--- config.mk ---
export PLATFORM = sky130hd
export DESIGN_NAME = move_extractor_flat
export DESIGN_NICKNAME = d
export VERILOG_FILES = /design/src/rtl/move_extractor_pkg.sv /design/src/rtl/move_extractor_if.sv /design/src/rtl/move_extractor_classifier.sv /design/src/rtl/move_extractor.sv /design/src/flat_wrapper.sv
export SDC_FILE = /design/constraint.sdc
export NUM_CORES = 1
export LEC_CHECK = 0
export CAP_MARGIN = 20
export CELL_PAD_IN_SITES_DETAIL_PLACEMENT = 0
export CELL_PAD_IN_SITES_GLOBAL_PLACEMENT = 1
export CORE_MARGIN = 10
export CORE_UTILIZATION = 40
export CTS_CLUSTER_DIAMETER = 30
export DETAILED_ROUTE_END_ITERATION = 7
export GPL_TIMING_DRIVEN = 0
export HOLD_SLACK_MARGIN = 0.12
export PLACE_DENSITY = 0.87
export SLEW_MARGIN = 20
export SYNTH_ARGS = -nofsm -noshare
export SYNTH_HDL_FRONTEND = slang
export SYNTH_SLANG_ARGS = --single-unit
--- constraint.sdc ---
create_clock -name clk -period 8.8 [get_ports clk]
set_clock_uncertainty 0.1 [all_clocks]
set_input_delay 2.2 -clock clk [delete_from_list [all_inputs] [get_ports clk]]
set_output_delay 2.2 -clock clk [all_outputs]
set_load 0.02 [all_outputs]
--- src/rtl/move_extractor_pkg.sv ---
// Shared chess codes for the move extractor slice.
// Piece words are {colour, type[4:0]}.
package chess_pkg;

  localparam logic [4:0] T_EMPTY  = 5'b00000;
  localparam logic [4:0] T_KNIGHT = 5'b00001;
  localparam logic [4:0] T_PAWN   = 5'b00010;
  localparam logic [4:0] T_KING   = 5'b00100;
  localparam logic [4:0] T_BISHOP = 5'b01000;
  localparam logic [4:0] T_ROOK   = 5'b10000;
  localparam logic [4:0] T_QUEEN  = 5'b11000;

  localparam logic [5:0] P_NONE   = 6'b000000;
  localparam logic [5:0] P_PAWN   = 6'b000001;
  localparam logic [5:0] P_ROOK   = 6'b000010;
  localparam logic [5:0] P_KNIGHT = 6'b000100;
  localparam logic [5:0] P_BISHOP = 6'b001000;
  localparam logic [5:0] P_QUEEN  = 6'b010000;
  localparam logic [5:0] P_KING   = 6'b100000;

  localparam logic [2:0] C_NONE = 3'b001;
  localparam logic [2:0] C_QS   = 3'b010;
  localparam logic [2:0] C_KS   = 3'b100;

  localparam logic [4:0] EP_NONE = 5'b00001;
  localparam logic [4:0] EP_UL   = 5'b00010;
  localparam logic [4:0] EP_UR   = 5'b00100;
  localparam logic [4:0] EP_DL   = 5'b01000;
  localparam logic [4:0] EP_DR   = 5'b10000;

  typedef enum logic [2:0] {
    S_IDLE,
    S_SCAN,
    S_DRAIN,
    S_CLASSIFY,
    S_DONE
  } state_t;

  function automatic logic [5:0] pieceOneHot(
    input logic [4:0] t
  );
    case (t)
      T_PAWN:   return P_PAWN;
      T_ROOK:   return P_ROOK;
      T_KNIGHT: return P_KNIGHT;
      T_BISHOP: return P_BISHOP;
      T_QUEEN:  return P_QUEEN;
      T_KING:   return P_KING;
      default:  return P_NONE;
    endcase
  endfunction

endpackage

--- src/rtl/move_extractor_if.sv ---
// Board snapshot read port: address out, old/new square
// contents back one cycle later.
interface move_extractor_if;
  logic       rd_en;
  logic [5:0] sq_addr;
  logic [5:0] old_piece;
  logic [5:0] new_piece;

  modport master (
    output rd_en, sq_addr,
    input  old_piece, new_piece
  );

  modport slave (
    input  rd_en, sq_addr,
    output old_piece, new_piece
  );
endinterface

--- src/rtl/move_extractor_classifier.sv ---
// Per-square change classifier: own vacated, own arrived,
// opponent vacated, or an illegal change.
module square_diff_classifier
  import chess_pkg::*;
(
  input  logic [5:0] oldPiece,
  input  logic [5:0] newPiece,
  input  logic       moverColor,
  output logic       isVo,
  output logic       isAo,
  output logic       isVx,
  output logic       illegal
);
  logic changed;
  logic oldOcc;
  logic newOcc;

  assign changed = oldPiece != newPiece;
  assign oldOcc  = oldPiece[4:0] != T_EMPTY;
  assign newOcc  = newPiece[4:0] != T_EMPTY;

  assign isVo = changed && oldOcc && !newOcc &&
                oldPiece[5] == moverColor;
  assign isAo = changed && newOcc &&
                newPiece[5] == moverColor;
  assign isVx = changed && oldOcc && !newOcc &&
                oldPiece[5] != moverColor;
  assign illegal = changed && !(isVo || isAo || isVx);
endmodule

--- src/rtl/move_extractor.sv ---
// Scans before/after boards and rebuilds the move
// descriptor consumed by the board updater.
module move_extractor
  import chess_pkg::*;
(
  input  logic              clk,
  input  logic              clear,
  input  logic              start,
  input  logic              moverColor,
  move_extractor_if.master  bus,
  output logic              busy,
  output logic              valid,
  output logic              error,
  output logic [63:0]       initialPosition,
  output logic [63:0]       movedPosition,
  output logic [5:0]        movingPiece,
  output logic [5:0]        capturedPiece,
  output logic [2:0]        castling,
  output logic [4:0]        enpassant
);
  state_t     state, nextState;
  logic [5:0] addr, capAddr;
  logic       capV, errFlag;
  logic [1:0] voCnt, aoCnt;
  logic       vxCnt;
  logic [5:0] voIdx [2];
  logic [4:0] voType [2];
  logic [5:0] aoIdx [2];
  logic [4:0] aoType [2];
  logic [5:0] aoOld0, vxIdx;
  logic [4:0] vxType;
  logic       isVo, isAo, isVx, illegal;

  square_diff_classifier u_cls (
    .oldPiece   (bus.old_piece),
    .newPiece   (bus.new_piece),
    .moverColor (moverColor),
    .isVo       (isVo),
    .isAo       (isAo),
    .isVx       (isVx),
    .illegal    (illegal)
  );

  assign bus.rd_en   = state == S_SCAN;
  assign bus.sq_addr = addr;
  assign busy        = state != S_IDLE;
  assign valid       = state == S_DONE;

  always_comb begin
    nextState = state;
    unique case (state)
      S_IDLE:     if (start) nextState = S_SCAN;
      S_SCAN:     if (addr == 6'd63) nextState = S_DRAIN;
      S_DRAIN:    nextState = S_CLASSIFY;
      S_CLASSIFY: nextState = S_DONE;
      S_DONE:     nextState = S_IDLE;
      default:    nextState = S_IDLE;
    endcase
  end

  // Final decode from the captured records
  logic       kv0, ka0, kvOk, kaOk;
  logic [5:0] kvIdx, kaIdx;
  logic [4:0] rvType, raType;
  logic [6:0] epDiff;
  logic [4:0] epCode;
  logic       isNormal, isCastle, isEp;
  logic       castleOk, epOk, capOpp;

  assign kv0    = voType[0] == T_KING;
  assign kvOk   = kv0 || voType[1] == T_KING;
  assign kvIdx  = kv0 ? voIdx[0] : voIdx[1];
  assign rvType = kv0 ? voType[1] : voType[0];
  assign ka0    = aoType[0] == T_KING;
  assign kaOk   = ka0 || aoType[1] == T_KING;
  assign kaIdx  = ka0 ? aoIdx[0] : aoIdx[1];
  assign raType = ka0 ? aoType[1] : aoType[0];
  assign epDiff = {1'b0, aoIdx[0]} - {1'b0, voIdx[0]};

  always_comb begin
    case (epDiff)
      7'd7:    epCode = EP_UL;
      7'd9:    epCode = EP_UR;
      7'h77:   epCode = EP_DL;
      7'h79:   epCode = EP_DR;
      default: epCode = EP_NONE;
    endcase
  end

  assign isNormal = !errFlag && voCnt == 2'd1 &&
                    aoCnt == 2'd1 && !vxCnt;
  assign isCastle = !errFlag && voCnt == 2'd2 &&
                    aoCnt == 2'd2 && !vxCnt;
  assign isEp     = !errFlag && voCnt == 2'd1 &&
                    aoCnt == 2'd1 && vxCnt;
  assign castleOk = kvOk && kaOk &&
                    rvType == T_ROOK &&
                    raType == T_ROOK &&
                    kvIdx[2:0] == 3'd4 &&
                    kaIdx[5:3] == kvIdx[5:3] &&
                    (kaIdx[2:0] == 3'd6 ||
                     kaIdx[2:0] == 3'd2);
  assign epOk = voType[0] == T_PAWN &&
                aoType[0] == T_PAWN &&
                aoOld0[4:0] == T_EMPTY &&
                vxType == T_PAWN &&
                vxIdx == {voIdx[0][5:3], aoIdx[0][2:0]} &&
                epCode != EP_NONE;
  assign capOpp = aoOld0[4:0] != T_EMPTY &&
                  aoOld0[5] != moverColor;

  logic       dErr;
  logic [5:0] dFrom, dTo, dMov, dCap;
  logic [2:0] dCast;
  logic [4:0] dEp;

  always_comb begin
    dErr  = 1'b1;
    dFrom = '0;
    dTo   = '0;
    dMov  = P_NONE;
    dCap  = P_NONE;
    dCast = C_NONE;
    dEp   = EP_NONE;
    unique case (1'b1)
      isNormal: begin
        dMov  = pieceOneHot(voType[0]);
        dErr  = dMov == P_NONE;
        dFrom = voIdx[0];
        dTo   = aoIdx[0];
        if (capOpp) dCap = pieceOneHot(aoOld0[4:0]);
      end
      isCastle: begin
        dErr  = !castleOk;
        dFrom = kvIdx;
        dTo   = kaIdx;
        dMov  = P_KING;
        dCast = (kaIdx[2:0] == 3'd6) ? C_KS : C_QS;
      end
      isEp: begin
        dErr  = !epOk;
        dFrom = voIdx[0];
        dTo   = aoIdx[0];
        dMov  = P_PAWN;
        dCap  = P_PAWN;
        dEp   = epCode;
      end
      default: ;
    endcase
  end

  always_ff @(posedge clk) begin
    if (clear) begin
      state           <= S_IDLE;
      addr            <= '0;
      capAddr         <= '0;
      capV            <= 1'b0;
      voCnt           <= '0;
      aoCnt           <= '0;
      vxCnt           <= 1'b0;
      errFlag         <= 1'b0;
      error           <= 1'b0;
      initialPosition <= '0;
      movedPosition   <= '0;
      movingPiece     <= P_NONE;
      capturedPiece   <= P_NONE;
      castling        <= C_NONE;
      enpassant       <= EP_NONE;
    end else begin
      state   <= nextState;
      capV    <= state == S_SCAN;
      capAddr <= addr;
      if (state == S_SCAN) addr <= addr + 6'd1;
      if (state == S_IDLE && start) begin
        voCnt           <= '0;
        aoCnt           <= '0;
        vxCnt           <= 1'b0;
        errFlag         <= 1'b0;
        error           <= 1'b0;
        initialPosition <= '0;
        movedPosition   <= '0;
        movingPiece     <= P_NONE;
        capturedPiece   <= P_NONE;
        castling        <= C_NONE;
        enpassant       <= EP_NONE;
      end
      if (capV) begin
        if (illegal) errFlag <= 1'b1;
        if (isVo) begin
          if (voCnt == 2'd2) errFlag <= 1'b1;
          else begin
            voIdx[voCnt[0]]  <= capAddr;
            voType[voCnt[0]] <= bus.old_piece[4:0];
            voCnt            <= voCnt + 2'd1;
          end
        end
        if (isAo) begin
          if (aoCnt == 2'd2) errFlag <= 1'b1;
          else begin
            aoIdx[aoCnt[0]]  <= capAddr;
            aoType[aoCnt[0]] <= bus.new_piece[4:0];
            if (aoCnt == 2'd0) aoOld0 <= bus.old_piece;
            aoCnt            <= aoCnt + 2'd1;
          end
        end
        if (isVx) begin
          if (vxCnt) errFlag <= 1'b1;
          else begin
            vxIdx  <= capAddr;
            vxType <= bus.old_piece[4:0];
            vxCnt  <= 1'b1;
          end
        end
      end
      if (state == S_CLASSIFY) begin
        error           <= dErr;
        initialPosition <= dErr ? '0 : 64'd1 << dFrom;
        movedPosition   <= dErr ? '0 : 64'd1 << dTo;
        movingPiece     <= dErr ? P_NONE : dMov;
        capturedPiece   <= dErr ? P_NONE : dCap;
        castling        <= dErr ? C_NONE : dCast;
        enpassant       <= dErr ? EP_NONE : dEp;
      end
    end
  end
endmodule
--- src/flat_wrapper.sv ---
// flat-port wrapper written by rule: the top's interface ports become plain ports
module move_extractor_flat import chess_pkg::*;
  (clk, clear, start, moverColor, busy, valid, error, initialPosition, movedPosition, movingPiece, capturedPiece, castling, enpassant, bus_rd_en, bus_sq_addr, bus_old_piece, bus_new_piece);
  move_extractor_if bus_i ();
  input  logic clk;
  input  logic clear;
  input  logic start;
  input  logic moverColor;
  output logic busy;
  output logic valid;
  output logic error;
  output logic [63:0] initialPosition;
  output logic [63:0] movedPosition;
  output logic [5:0] movingPiece;
  output logic [5:0] capturedPiece;
  output logic [2:0] castling;
  output logic [4:0] enpassant;
  output wire logic [$bits(bus_i.rd_en)-1:0] bus_rd_en;
  output wire logic [$bits(bus_i.sq_addr)-1:0] bus_sq_addr;
  input wire logic [$bits(bus_i.old_piece)-1:0] bus_old_piece;
  input wire logic [$bits(bus_i.new_piece)-1:0] bus_new_piece;
  assign bus_rd_en = bus_i.rd_en;
  assign bus_sq_addr = bus_i.sq_addr;
  assign bus_i.old_piece = bus_old_piece;
  assign bus_i.new_piece = bus_new_piece;
  move_extractor u_core (.clk(clk), .clear(clear), .start(start), .moverColor(moverColor), .bus(bus_i), .busy(busy), .valid(valid), .error(error), .initialPosition(initialPosition), .movedPosition(movedPosition), .movingPiece(movingPiece), .capturedPiece(capturedPiece), .castling(castling), .enpassant(enpassant));
endmodule
[Word level (Yosys, flattened, before mapping)]
Memory sizes are Yosys's and may differ from the RTL's.
Index checks and enable logic that the tools add are counted.
Storage, ports and cells
  register bits: 188
  RAM bits: 44
  input bits: 16
  output and inout bits: 158
  word-level logic and storage cells: 197
  memories kept: 4
Operators by class
  $add $sub $neg: 4
  equality and inequality tests: 45
  shifts and indexed selects: 2
  muxes and demuxes: 70
  bitwise operators: 3
  reductions and logical operators: 51
Memory list
  u_core.aoIdx: depth 2, width 6, read ports 2, clocked after memory_dff 0, write ports 1, RTL line move_extractor.sv:28  | logic [5:0] aoIdx [2];
  u_core.voIdx: depth 2, width 6, read ports 2, clocked after memory_dff 0, write ports 1, RTL line move_extractor.sv:26  | logic [5:0] voIdx [2];
  u_core.aoType: depth 2, width 5, read ports 2, clocked after memory_dff 0, write ports 1, RTL line move_extractor.sv:29  | logic [4:0] aoType [2];
  u_core.voType: depth 2, width 5, read ports 2, clocked after memory_dff 0, write ports 1, RTL line move_extractor.sv:27  | logic [4:0] voType [2];
Operators with widths (count)
  64-bit two-way mux: 5
  1-bit by 6-bit << shifter with 64-bit output, first input constant: 2
  6-bit case mux with 6 select lines: 2
  6-bit two-way mux: 9
  6-bit case mux with 2 select lines: 3
  5-bit equality test, second input constant: 6
  5-bit two-way mux: 6
  1-bit logical AND: 27
  1-bit two-way mux: 26
  5-bit by 3-bit equality test with 1-bit output, second input constant: 5
  3-bit two-way mux: 7
  5-bit by 2-bit equality test with 1-bit output, second input constant: 4
  5-bit case mux with 4 select lines: 1
  6-bit case mux with 3 select lines: 1
  2-bit two-way mux: 8
  5-bit nonzero test: 3
  7-bit equality test, second input constant: 2
  3-bit case mux with 4 select lines: 1
  5-bit by 1-bit equality test with 1-bit output, second input constant: 2
  5-bit by 4-bit equality test with 1-bit output, second input constant: 2
  3-bit by 2-bit equality test with 1-bit output, second input constant: 3
  3-bit equality test, second input constant: 3
  7-bit by 3-bit equality test with 1-bit output, second input constant: 1
  7-bit by 4-bit equality test with 1-bit output, second input constant: 1
  other kinds (29): 45

[Logic depth before layout (Yosys ltp)]
  word-level depth: 16
  gate-level depth with buffers: 12
  depth with buffers taken out: 11

[Cells and area by module]
Synthesis repeated with hierarchy kept, for this count alone.
Second synthesis, totals
  cells, all modules: 952
  area, all modules: 9580.4 um^2
By module, submodules not included
  move_extractor: instances 1, cells an instance 933, area an instance 9425.3 um^2, sequential area each 5255.0 um^2
  square_diff_classifier: instances 1, cells an instance 19, area an instance 155.1 um^2, sequential area each 0.0 um^2

[Worst setup path after synthesis]
OpenSTA, ideal clock, no wires.
  path type: input port to flip-flop
  start point: input port bus_new_piece[1]
  end point: register u_core.vxIdx[0] (enable)
  arrival: 4.202 ns
  data required time: 8.289 ns
  setup slack: 4.087 ns
  stages: 4
  cell sequence: or4_1 > nor2_1 > o21ai_0 > nor4_1
On the way
  longest elaborated chain between the ends: 5
  elaborated cells on any way between the ends: 7
RTL lines
  from (decl): RTL line flat_wrapper.sv:21  | input wire logic [$bits(bus_i.new_piece)-1:0] bus_new_piece;
  6-bit != test or 5-bit nonzero test (tied branches): RTL line move_extractor_classifier.sv:18, move_extractor_classifier.sv:20
  1-bit logical AND or 1-bit logical NOT (tied branches): RTL line move_extractor_classifier.sv:26  | assign isVx = changed && oldOcc && !newOcc &&
  1-bit logical AND (*) (2 in a row): RTL line move_extractor_classifier.sv:26
  4-bit AND reduction (no line) (*)
  to (signal assigned): RTL line move_extractor.sv:209  | vxIdx <= capAddr;
  to (decl): RTL line move_extractor.sv:30  | logic [5:0] aoOld0, vxIdx;
Every way passes the cells marked *; elsewhere a longest branch is shown, timed or not.
A chain may end at the register's enable or synchronous reset.

[Worst setup path in the final report]
  start point: input port bus_new_piece[2]
  end point: register u_core.vxIdx[4] (enable)
Same word-level chain as after synthesis.

==> impl_results.html <==
<table>
<tr><th>Metric</th><th>Value</th></tr>
<tr><th colspan="2">Timing</th></tr>
<tr><td>Total negative setup slack</td><td>0 ns</td></tr>
<tr><td>Actual transition at the worst max-transition pin</td><td>about 0.9 ns</td></tr>
<tr><td>Fraction of the cycle the final worst path needs</td><td>0.509</td></tr>
<tr><td>Final setup viols</td><td>0</td></tr>
<tr><td>Setup repair after global routing missed its margin</td><td>no</td></tr>
<tr><td>Fin. Hold Viols</td><td>0</td></tr>
<tr><td>Relative max-transition margin</td><td>0.397</td></tr>
<tr><td>Shortest period the worst path allows</td><td>approximately 4.5 ns</td></tr>
<tr><td>Slew Viols, Final</td><td>0</td></tr>
<tr><td>Peak clock frequency supported by timing</td><td>around 0.22 GHz</td></tr>
<tr><th colspan="2">Power</th></tr>
<tr><td>Combinational Power Share</td><td>0.041</td></tr>
<tr><td>Total internal power</td><td>approximately 2.1 mW</td></tr>
<tr><td>Leakage dissipation</td><td>approximately 4.2 nW</td></tr>
<tr><td>Net Sw Frac</td><td>0.234</td></tr>
<tr><td>Sequential share of power</td><td>0.401</td></tr>
<tr><td>Areal power density over the cells</td><td>about 220 nW/um^2</td></tr>
<tr><td>Peak supply drop</td><td>0.000122 V</td></tr>
<tr><td>Clock share of power</td><td>0.557</td></tr>
<tr><td>Total net switching power</td><td>roughly 650 uW</td></tr>
<tr><th colspan="2">Cells and area</th></tr>
<tr><td>Sequential Area</td><td>5260 um^2</td></tr>
<tr><td>Fill cell total of the finished layout</td><td>between 1500 and 2000</td></tr>
<tr><td>Fin nets</td><td>1167</td></tr>
<tr><td>Synth-to-Final Area Change</td><td>38.6%</td></tr>
<tr><td>Total non-filler cell area in the finished layout</td><td>12500 um^2</td></tr>
<tr><td>Final instance count without filler cells</td><td>1455</td></tr>
<tr><td>Multi-input combinational cell area</td><td>~3600 um^2</td></tr>
<tr><td>Fraction of final layout cells with drive strength greater than 1</td><td>0.0868</td></tr>
<tr><td>Number of antenna repair diodes</td><td>0</td></tr>
<tr><th colspan="2">Drt</th></tr>
<tr><td>Average via count per standard cell</td><td>5.36</td></tr>
<tr><td>Detailed Route Iter0 Violations</td><td>612</td></tr>
<tr><td>Routed length per instance</td><td>19.4 um</td></tr>
<tr><td>First drt pass iteration count</td><td>5</td></tr>
<tr><td>Number of remaining DRC errors</td><td>0</td></tr>
<tr><td>Total wirelength of the detailed-routed design</td><td>approximately 28000 um</td></tr>
<tr><td>Post-route ant nets</td><td>0</td></tr>
<tr><td>DR vias</td><td>about 7800</td></tr>
<tr><th colspan="2">Place</th></tr>
<tr><td>Post-DP Area</td><td>about 11000 um^2</td></tr>
<tr><td>Number of input and output port buffers inserted</td><td>roughly 170</td></tr>
<tr><td>Routability congestion estimate from global placement</td><td>about 0.9</td></tr>
<tr><td>Placed cell count</td><td>1380</td></tr>
<tr><td>Detailed Place HPWL</td><td>~21000 um</td></tr>
<tr><th colspan="2">Clock tree</th></tr>
<tr><td>Insertion delay to the later sink of the worst-skew pair</td><td>approximately 0.51 ns</td></tr>
<tr><td>Maximum level of the CTS H-tree</td><td>2</td></tr>
<tr><td>Number of clock sinks seen by CTS</td><td>approximately 230</td></tr>
<tr><td>CTS tree</td><td>done</td></tr>
<tr><td>Clock-pin slew on the worst setup and hold paths</td><td>roughly 0.05 ns</td></tr>
<tr><td>Clock Path Buffers</td><td>3</td></tr>
<tr><td>Root Buffer</td><td>clkbuf_16</td></tr>
<tr><td>Post-CTS Setup Bufs</td><td>0</td></tr>
<tr><td>CTS buffer count</td><td>~40</td></tr>
<tr><td>Number of resized instances in the post-cts repair step</td><td>0</td></tr>
<tr><td>Hold-fix buffer count after cts</td><td>0</td></tr>
<tr><th colspan="2">Critical path</th></tr>
<tr><td>Startpoint type of the worst setup path</td><td>input pin</td></tr>
<tr><td>Slowest library cell on the worst path</td><td>nor4_2</td></tr>
<tr><td>Top Family by Delay on Critical Path</td><td>simple AND/OR/NAND/NOR gates</td></tr>
<tr><td>CP max FO</td><td>7</td></tr>
<tr><td>Critical path endpoint category</td><td>register</td></tr>
<tr><td>Worst setup path class</td><td>in2reg</td></tr>
<tr><td>Required time of the critical path</td><td>8.92 ns</td></tr>
<tr><td>Data arrival time of the critical path</td><td>4.59 ns</td></tr>
<tr><td>Count of buffer and inverter cells on the critical path</td><td>2</td></tr>
<tr><td>Worst-path cell chain</td><td>clkdlybuf4s50_1 -&gt; or4_1 -&gt; nor2_1 -&gt; o21ai_0 -&gt; nor4_2 -&gt; buf_4</td></tr>
<tr><td>Slowest Stage Delay on Critical Path</td><td>~0.66 ns</td></tr>
<tr><th colspan="2">Synthesis</th></tr>
<tr><td>Average instance area after synthesis</td><td>about 9.8 um^2</td></tr>
<tr><td>Synth warnings</td><td>0</td></tr>
<tr><td>Synth area leader</td><td>dfxtp_1</td></tr>
<tr><td>Synthesized flop and latch total</td><td>roughly 230</td></tr>
<tr><td>Number of flops mapped to enable cells by yosys</td><td>just over 60</td></tr>
<tr><td>Top cells by area, synth</td><td>dfxtp_1 (38%), edfxtp_1 (20%), o21ai_0 (8.2%), nand2_1 (7.1%), nor2_1 (1.9%)</td></tr>
<tr><td>Yosys cell types</td><td>between 60 and 70</td></tr>
<tr><td>Area of the mapped netlist</td><td>between 9000 and 10000 um^2</td></tr>
<tr><td>Post-synth top flop</td><td>dfxtp_1</td></tr>
<tr><td>Sequential fraction of the synthesis area</td><td>0.581</td></tr>
<tr><td>Post-synthesis cell count</td><td>~930</td></tr>
<tr><td>Async S/R FF share, synth</td><td>0</td></tr>
<tr><td>Yosys top cell area share</td><td>0.378</td></tr>
<tr><td>Post-Synthesis Net Count</td><td>between 900 and 1000</td></tr>
<tr><th colspan="2">Die</th></tr>
<tr><td>Vertical die dimension</td><td>170 um</td></tr>
<tr><td>Die Footprint</td><td>29000 um^2</td></tr>
<tr><td>IO Pins</td><td>~170</td></tr>
<tr><td>Standard cell core area</td><td>about 22000 um^2</td></tr>
<tr><td>Row count</td><td>54</td></tr>
<tr><td>Initial Utilization</td><td>0.411</td></tr>
<tr><td>Die width</td><td>170 um</td></tr>
<tr><th colspan="2">Job</th></tr>
<tr><td>Max capacitance violation total</td><td>0</td></tr>
<tr><th colspan="2">Hold path</th></tr>
<tr><td>Class of the tightest hold or removal check</td><td>reg2reg</td></tr>
<tr><th colspan="2">Global route</th></tr>
<tr><td>Number of antenna violations at the first check in global routing</td><td>0</td></tr>
<tr><td>Wire length of the first global-routing pass</td><td>between 40000 and 50000 um</td></tr>
<tr><td>Largest net degree at the start of global routing</td><td>13</td></tr>
<tr><td>Global routing usage summed across all routing layers</td><td>0.190</td></tr>
<tr><td>Number of global-route vias before repair</td><td>between 7000 and 8000</td></tr>
<tr><td>Grt ovf</td><td>0</td></tr>
<tr><th colspan="2">Outcome</th></tr>
<tr><td>Outcome</td><td>finished, final reports clean</td></tr>
</table>
## worst register-to-register path, cell delays in order, from the launching register on
cell	delay (ns)
edfxtp_1	0.50
inv_1	0.08
ha_1	0.22
inv_1	0.07
fa_1	0.32
nand3_1	0.20
a21bo_2	0.25
or4_1	0.49
and4_1	0.19
a41oi_2	0.59
nand3_2	0.30
clkbuf_1	0.33
o21ai_0	0.25
## synth_stat cells (10+ instances only)
library cell	number
clkbuf_1	29
edfxtp_1	61
o21ai_0	149
a21oi_1	19
nor4_1	13
or3_1	11
nor3_1	14
inv_1	16
nand2_1	172
nand3_1	34
dfxtp_1	171
nor2b_1	12
xor2_1	12
nor2_1	46
xnor2_1	12
a22o_1	10
a22oi_1	11
## final cells by class
class                   count  area share
inverters                  16     0.00479
well taps                 280      0.0279
plain buffers              34      0.0110
flip-flops and latches    232       0.419
clock inverters            27      0.0233
clock buffers              48      0.0863
multi-input cells         643       0.288
repair buffers            175       0.139
## cells in the final DEF (no fill, tap or decap), types with 4 or more instances in the layout
| master | netlist | routed |
|---|---|---|
| ha_1 | 7 | 7 |
| clkdlybuf4s50_1 | 0 | 173 |
| a22o_1 | 10 | 10 |
| or2_2 | 4 | 4 |
| a22oi_1 | 11 | 11 |
| clkbuf_1 | 29 | 33 |
| nand3b_1 | 7 | 7 |
| nor2_1 | 46 | 46 |
| nand2_1 | 172 | 172 |
| clkinv_2 | 0 | 4 |
| inv_1 | 16 | 16 |
| clkinvlp_4 | 0 | 5 |
| clkbuf_16 | 0 | 41 |
| edfxtp_1 | 61 | 61 |
| nor4b_1 | 6 | 4 |
| nor2b_1 | 12 | 12 |
| a21oi_1 | 19 | 19 |
| clkinv_4 | 0 | 6 |
| or3_1 | 11 | 11 |
| or4_1 | 4 | 4 |
| a31oi_1 | 4 | 4 |
| nand4_1 | 9 | 9 |
| and3_1 | 7 | 7 |
| nand3_1 | 34 | 34 |
| o21ai_0 | 149 | 149 |
| nor3b_1 | 6 | 6 |
| nand2b_1 | 8 | 8 |
| o211ai_1 | 6 | 6 |
| xnor2_1 | 12 | 12 |
| dfxtp_1 | 171 | 171 |
| nor3_1 | 14 | 14 |
| nor4_1 | 13 | 12 |
| buf_4 | 2 | 4 |
| xor2_1 | 12 | 12 |
| nand3_2 | 7 | 7 |
| inv_6 | 0 | 4 |
## through the flow
step                      power (mW)  hold slack [ns]  setup slack [ns]  utilization
after floorplan                 1.20            0.341              4.09            -
after global placement          1.25            0.332              2.91        0.505
after detailed placement        1.25            0.343              3.77        0.507
after CTS                       2.79            0.354              4.30        0.569
after global routing            2.86            0.372              4.09        0.569
final                           2.78            0.350              4.32        0.569
## cells by family (layout without fill, tap and decap cells)
family,after synthesis,in the layout,synth area share
xor gates and xnor gates,24,24,0.0232
and+or+nand+nor,376,376,0.206
muxes,4,4,0.00456
AOI/OAI and AO/OA,231,231,0.152
adders and majority gates,8,8,0.0119
DFF,232,232,0.581
buffers and inverters,50,300,0.0218
## path summary, 6_finish.rpt
check                                                 startpoint                                      end  slack [ns]  depth (start not counted)
worst max-delay path                            bus_new_piece[2]                u_core.vxIdx[4]$_DFFE_PP_        4.32                          6
worst max register to register      u_core.aoIdx[0][0]$_DFFE_PP_  u_core.initialPosition[12]$_SDFFE_PP0P_        4.83                         12
worst min register to register  u_core.enpassant[4]$_SDFFE_PP0P_         u_core.enpassant[4]$_SDFFE_PP0P_        0.35                          2
worst min-delay path            u_core.enpassant[4]$_SDFFE_PP0P_         u_core.enpassant[4]$_SDFFE_PP0P_        0.35                          2
## power groups by stage
stage / clock [mW] / combinational (mW) / sequential (mW)
after CTS: 1.56 / 0.116 / 1.11
after detailed placement: 0 / 0.115 / 1.13
after floorplan: 0 / 0.0633 / 1.13
after global placement: 0 / 0.114 / 1.13
after global routing: 1.62 / 0.128 / 1.11
final: 1.55 / 0.115 / 1.11
## flip-flops by register name, indices dropped and copies added, names as in the netlist, 6 cells and up
signal / flops
u_core.aoIdx: 12
u_core.aoOld0: 6
u_core.aoType: 10
u_core.bus.sq_addr: 6
u_core.capAddr: 6
u_core.capturedPiece: 6
u_core.initialPosition: 64
u_core.movedPosition: 64
u_core.movingPiece: 6
u_core.voIdx: 12
u_core.voType: 10
u_core.vxIdx: 6
## per-layer routing
metal  share of wire  vias up  global-route usage
met1            0.44     3765               0.243
met5               0        -                   0
li1                -     3761                   -
met3           0.067       31              0.0460
met4           0.013        0              0.0461
met2            0.48      237               0.315
Power figures use the tool's default switching activity.
